File: config.mk
export PLATFORM = sky130hd
export DESIGN_NAME = pc_sequencer
export DESIGN_NICKNAME = d
export VERILOG_FILES = /design/src/rtl/pc_sequencer_pkg.sv /design/src/rtl/sat_counter.sv /design/src/rtl/pc_sequencer.sv
export SDC_FILE = /design/constraint.sdc
export NUM_CORES = 1
export LEC_CHECK = 0
export CAP_MARGIN = 20
export CORE_MARGIN = 4
export CORE_UTILIZATION = 46
export CTS_BUF_LIST = sky130_fd_sc_hd__clkbuf_8
export DETAILED_ROUTE_END_ITERATION = 8
export GPL_TIMING_DRIVEN = 0
export PLACE_DENSITY = 0.87
export SETUP_SLACK_MARGIN = 0.05
export SYNTH_ARGS = -nofsm -noshare
export SYNTH_HDL_FRONTEND = slang
export SYNTH_HIERARCHICAL = 1
export SYNTH_SLANG_ARGS = --single-unit
File: constraint.sdc
create_clock -name clock -period 2.4 [get_ports clock]
set_input_delay 0.48 -clock clock [delete_from_list [all_inputs] [get_ports clock]]
set_output_delay 0.48 -clock clock [all_outputs]
set_load 0.005 [all_outputs]
File: src/rtl/pc_sequencer_pkg.sv
// Shared types and sizes for the program-counter sequencer.
package pc_sequencer_pkg;

    localparam int unsigned FLUSH_CNT_WIDTH = 4;

    typedef enum logic [1:0] {
        RUN    = 2'd0,
        FLUSH  = 2'd1,
        HALTED = 2'd2
    } seq_state_e;

endpackage

File: src/rtl/sat_counter.sv
// Up-counter that sticks at all-ones instead of wrapping.
module sat_counter #(
    parameter int unsigned WIDTH = 16
) (
    input  logic             clock,
    input  logic             reset,
    input  logic             enable,
    output logic [WIDTH-1:0] count
);

    always_ff @(posedge clock) begin
        if (!reset) begin
            count <= '0;
        end else if (enable && (count != '1)) begin
            count <= count + WIDTH'(1);
        end
    end

endmodule

File: src/rtl/pc_sequencer.sv
// Owns the architectural PC: sequential advance, branch redirect with a
// fixed-length flush, halt, and saturating taken/not-taken statistics.
module pc_sequencer
    import pc_sequencer_pkg::*;
#(
    parameter int unsigned            ADDR_WIDTH   = 32,
    parameter logic [ADDR_WIDTH-1:0]  RESET_VECTOR = '0,
    parameter int unsigned            PC_STEP      = 1,
    parameter int unsigned            FLUSH_CYCLES = 2,
    parameter int unsigned            STAT_WIDTH   = 16
) (
    input  logic                  clock,
    input  logic                  reset,
    input  logic                  stall,
    input  logic                  advance,
    input  logic                  branch_valid,
    input  logic                  take,
    input  logic                  absolute,
    input  logic [ADDR_WIDTH-1:0] branch_pc,
    input  logic [ADDR_WIDTH-1:0] branch_offset,
    input  logic [ADDR_WIDTH-1:0] branch_target,
    input  logic                  halt,
    output logic [ADDR_WIDTH-1:0] pc,
    output logic                  flush,
    output logic                  halted,
    output logic [STAT_WIDTH-1:0] taken_count,
    output logic [STAT_WIDTH-1:0] not_taken_count
);

    localparam logic [ADDR_WIDTH-1:0]      STEP      = ADDR_WIDTH'(PC_STEP);
    localparam logic [FLUSH_CNT_WIDTH-1:0] FLUSH_LEN = FLUSH_CNT_WIDTH'(FLUSH_CYCLES);

    seq_state_e                 state;
    logic [FLUSH_CNT_WIDTH-1:0] flush_cnt;
    logic [ADDR_WIDTH-1:0]      target_c;
    logic                       resolve_c;
    logic                       taken_en_c;
    logic                       not_taken_en_c;

    // Branch statistics only count branches resolved while actually sequencing.
    assign target_c       = absolute ? branch_target : (branch_pc + branch_offset);
    assign resolve_c      = !stall && (state == RUN) && branch_valid;
    assign taken_en_c     = resolve_c && take;
    assign not_taken_en_c = resolve_c && !take;

    always_ff @(posedge clock) begin
        if (!reset) begin
            pc        <= RESET_VECTOR;
            state     <= RUN;
            flush     <= 1'b0;
            halted    <= 1'b0;
            flush_cnt <= '0;
        end else if (!stall) begin
            case (state)
                RUN: begin
                    if (branch_valid && take) begin
                        pc        <= target_c;
                        flush_cnt <= FLUSH_LEN;
                        flush     <= 1'b1;
                        state     <= FLUSH;
                    end else if (halt) begin
                        halted <= 1'b1;
                        state  <= HALTED;
                    end else if (advance) begin
                        pc <= pc + STEP;
                    end
                end
                FLUSH: begin
                    flush_cnt <= flush_cnt - FLUSH_CNT_WIDTH'(1);
                    // Last flush cycle: drop flush together with the return to RUN.
                    if (flush_cnt == FLUSH_CNT_WIDTH'(1)) begin
                        flush <= 1'b0;
                        state <= RUN;
                    end
                end
                HALTED: begin
                    halted <= 1'b1;
                    flush  <= 1'b0;
                end
                default: begin
                    flush <= 1'b0;
                    state <= RUN;
                end
            endcase
        end
    end

    sat_counter #(.WIDTH(STAT_WIDTH)) u_taken_cnt (
        .clock  (clock),
        .reset  (reset),
        .enable (taken_en_c),
        .count  (taken_count)
    );

    sat_counter #(.WIDTH(STAT_WIDTH)) u_not_taken_cnt (
        .clock  (clock),
        .reset  (reset),
        .enable (not_taken_en_c),
        .count  (not_taken_count)
    );

endmodule

==> reports/qor.txt, run 1 <==
CP Max Fanout - 10
Initial core utilization - 46.64%
Hold Vio Cnt, Final - 0
Worst relative slew slack - 49.18%
Largest net degree at the start of global routing - 15
Cts bufs inserted - 9
# diodes - 0
Fin util - 70.44%
Cells after Synth - 855
Register area share after synthesis - 22.35%
Unrepaired setup endpoints after global routing - true
IO Port Bufs - 168
FILL cells - 1063
Clock Pin Slew Worst Setup and Hold Paths - 0.08 ns
Slack of the critical path - -0.06234 ns
Total gr overflow - 0
Min Tclk post-route - 2.462 ns
Max Freq - 406.1 MHz
Number of antenna violations at the first check in global routing - 0
Clk_lat worst skew - 0.36 ns
Vias in the first global route - 7873
Overall global routing resource usage - 30.39%
Internal power - 2.381 mW
Drt initial violations - 1071
Switch share - 35.31%
Net Switching - 1.299 mW
WP data arrival - 2.70 ns
DR vias/cell - 6.646
Register area - 1455 um2
Least-Margin Pin Slew - 0.7559 ns
Core region area - 13830 um2
DP Wirelength - 17500 um
Finished Cell Area - 9739 um2
Width of the die - 126.4 um
# nets final - 1204
Element type at the critical path start - primary input
Drt drc - 0
Die area - 15980 um2
Peak VDD IR - 0.2788 mV
RD Place Congestion - 0.9707
Hold WC Path Type - reg -> reg
PnR Total Power - 3.680 mW
Clock power share - 27.3%
Share of layout cells above drive strength 1 - 21.44%
Crit end category - register
CTS tree - done
CTS sink cnt - 72
TritonRoute pass-1 iters - 6
CTS Hold Buffers Added - 0
Final setup vio count - 2
WL final - 26560 um
H-tree Lvls - 3
Post-synth ARST share - 0%
Pins Over Slew Limit - 0
Row count - 43
Clock Tree Buf Depth - 2
Die height - 126.4 um
Root Driver - clkbuf_8
Distinct cell type count after synthesis - 78
Post-Syn Area - 6449 um2
Predominant post-synthesis flop cell - dfxtp_1
Post-synth net total - 996
Clk_skew - 0.01287 ns
Part of the power in registers - 34.5%
Synthesis-stage register bit count - 72
Setup TNS - -0.08526 ns
Layout area overhead - 51.03%
Detail Route Antenna Nets - 0
Fin crit share - 102.6%
Num ports - 170
Power per cell area - 377.8 nW/um2
Routed len/inst - 21.28 um
Failing checks - setup timing
Via count - 8294
Mean post-synth cell area - 7.542 um2
CP Data Required Time - 2.64 ns
Comb power frac - 38.1%
Post-placement cell area - 8424 um2
Max cap viols - 0
YS warnings - 6
Outcome - complete, but fails checks
Crit path kind - in -> reg
Multi-input logic area - 5436 um2
First-pass GRT wire length - 39960 um
Post-synth EDFFs - 0
Leak pwr - 3.538 nW
==> stage by stage <==
stage	std cells	setup WS, ns	hold WS, ns
3_3_place_gp	1203	-0.9825	0.4979
5_1_grt	1248	-0.1092	0.5491
3_5_place_dp	1203	-1.031	0.4922
6_report	1248	-0.06234	0.5029
4_1_cts	1240	0.0004883	0.5069
2_1_floorplan	855	0.05639	0.4650
==> state kept, by name, summed over array words and instances (netlist names) <==
register,cells
pc,32
flush_cnt,4
state,2
u_taken_cnt/count,16
flush,1
halted,1
u_not_taken_cnt/count,16
==> synth_stat cells, types with 4 or more instances <==
| cell type | number | share of area, % |
|---|---|---|
| a211oi_1 | 17 | 2.0 |
| a21o_1 | 10 | 1.2 |
| a21oi_1 | 84 | 6.5 |
| a22oi_1 | 6 | 0.70 |
| a31oi_1 | 13 | 1.3 |
| and2_1 | 4 | 0.39 |
| and3_1 | 10 | 0.97 |
| and4_1 | 11 | 1.5 |
| buf_4 | 4 | 0.47 |
| clkbuf_1 | 35 | 2.0 |
| clkbuf_8 | 5 | 1.1 |
| dfxtp_1 | 72 | 22 |
| ha_1 | 36 | 7.0 |
| inv_1 | 22 | 1.3 |
| mux2i_1 | 15 | 2.3 |
| nand2_1 | 75 | 4.4 |
| nand2b_1 | 7 | 0.68 |
| nand3_1 | 46 | 3.6 |
| nand3b_1 | 7 | 0.81 |
| nand4_1 | 26 | 2.5 |
| nor2_1 | 61 | 3.6 |
| nor3_1 | 15 | 1.2 |
| nor3b_1 | 4 | 0.47 |
| nor4_1 | 17 | 1.6 |
| nor4b_1 | 5 | 0.68 |
| o211ai_1 | 12 | 1.4 |
| o21a_1 | 6 | 0.70 |
| o21ai_0 | 64 | 5.0 |
| o21bai_1 | 7 | 0.81 |
| o221ai_1 | 5 | 0.68 |
| o22ai_1 | 9 | 0.87 |
| o311ai_0 | 7 | 0.95 |
| o31ai_1 | 20 | 2.3 |
| or3_1 | 9 | 0.87 |
| or4_1 | 14 | 1.6 |
| xnor2_1 | 14 | 1.9 |
| xor2_1 | 13 | 1.8 |
==> routing by layer <==
metal  part of all wire, %  GRT usage [%]
met1                    38          37.74
met2                    45          48.79
met3                    10          7.032
met4                   6.1          16.40
met5                     0              0
==> worst max-delay path, stage by stage <==
cell and delay, ns:
clkdlybuf4s50_1 0.41, ha_1 0.34, buf_4 0.18, o21ai_0 0.11, o21bai_1 0.12, a211oi_2 0.22, o21ai_2 0.11, or4_1 0.46
nand3_2 0.13, a41oi_2 0.12
==> final timing paths <==
| kind | cells after the start | endpoint | startpoint | slack, ns |
|---|---|---|---|---|
| setup / recovery | 10 | pc[29]$_SDFFE_PN0P_ | branch_offset[24] | -0.06 |
| hold / removal | 2 | halted$_SDFFE_PN0P_ | halted$_SDFFE_PN0P_ | 0.50 |
| setup reg to reg | 8 | pc[26]$_SDFFE_PN0P_ | pc[7]$_SDFFE_PN0P_ | -0.01 |
| hold reg to reg | 2 | halted$_SDFFE_PN0P_ | halted$_SDFFE_PN0P_ | 0.50 |
==> layout make-up <==
cell class | instances | share of cell area, %
tap | 180 | 2.312
sequential | 72 | 14.94
timing repair buffer | 205 | 20.26
clock inverter | 6 | 0.6166
buffer | 43 | 3.687
clock buffer | 10 | 1.413
multi-input combinational | 709 | 55.82
inverter | 23 | 0.9507
==> cells in the final DEF (no fill, tap or decap), drive strengths merged, types with 20 or more instances in the layout <==
master	netlist	layout
inv	22	23
clkdlybuf4s50	0	128
o31ai	20	20
nand3	46	46
nand4	28	28
dfxtp	72	72
ha	36	36
buf	9	51
a21oi	84	84
o21ai	67	67
nor2	62	62
clkbuf	41	41
nand2	77	77
nor4	20	20
==> cell families after synthesis <==
group           Yosys count  share of synthesized area, %
buf+inv                  74                         6.209
xor+xnor                 27                         3.667
compound gates          291                         28.75
fa+ha+maj                37                         7.295
simple gates            336                         28.87
flops                    72                         22.35
mux                      18                         2.852
==> power by group through the flow <==
stage | Clock [mW] | Sequential, mW | Combinational [mW]
after detailed placement | 0 | 1.29 | 1.02
final | 1.01 | 1.27 | 1.40
after global placement | 0 | 1.29 | 1.01
after global routing | 1.06 | 1.28 | 1.48
after floorplan | 0 | 1.28 | 0.601
after CTS | 1.01 | 1.27 | 1.22
==> what timing repair did <==
item | in CTS | in global routing
endpoints found under the setup margin | 58 | 43
pin swaps | 40 | 59
gates resized for setup | 138 | 114
buffers inserted | 26 | 11
Note: power is estimated with default switching activity, not from simulation.
==> inputs of run 2 (changes only) <==
- CTS_CLUSTER_DIAMETER: unset -> 40
- HOLD_SLACK_MARGIN: unset -> 0.03
==> results of run 2 <==
No change in the layout: final DEF, timing and power equal those of run 1.
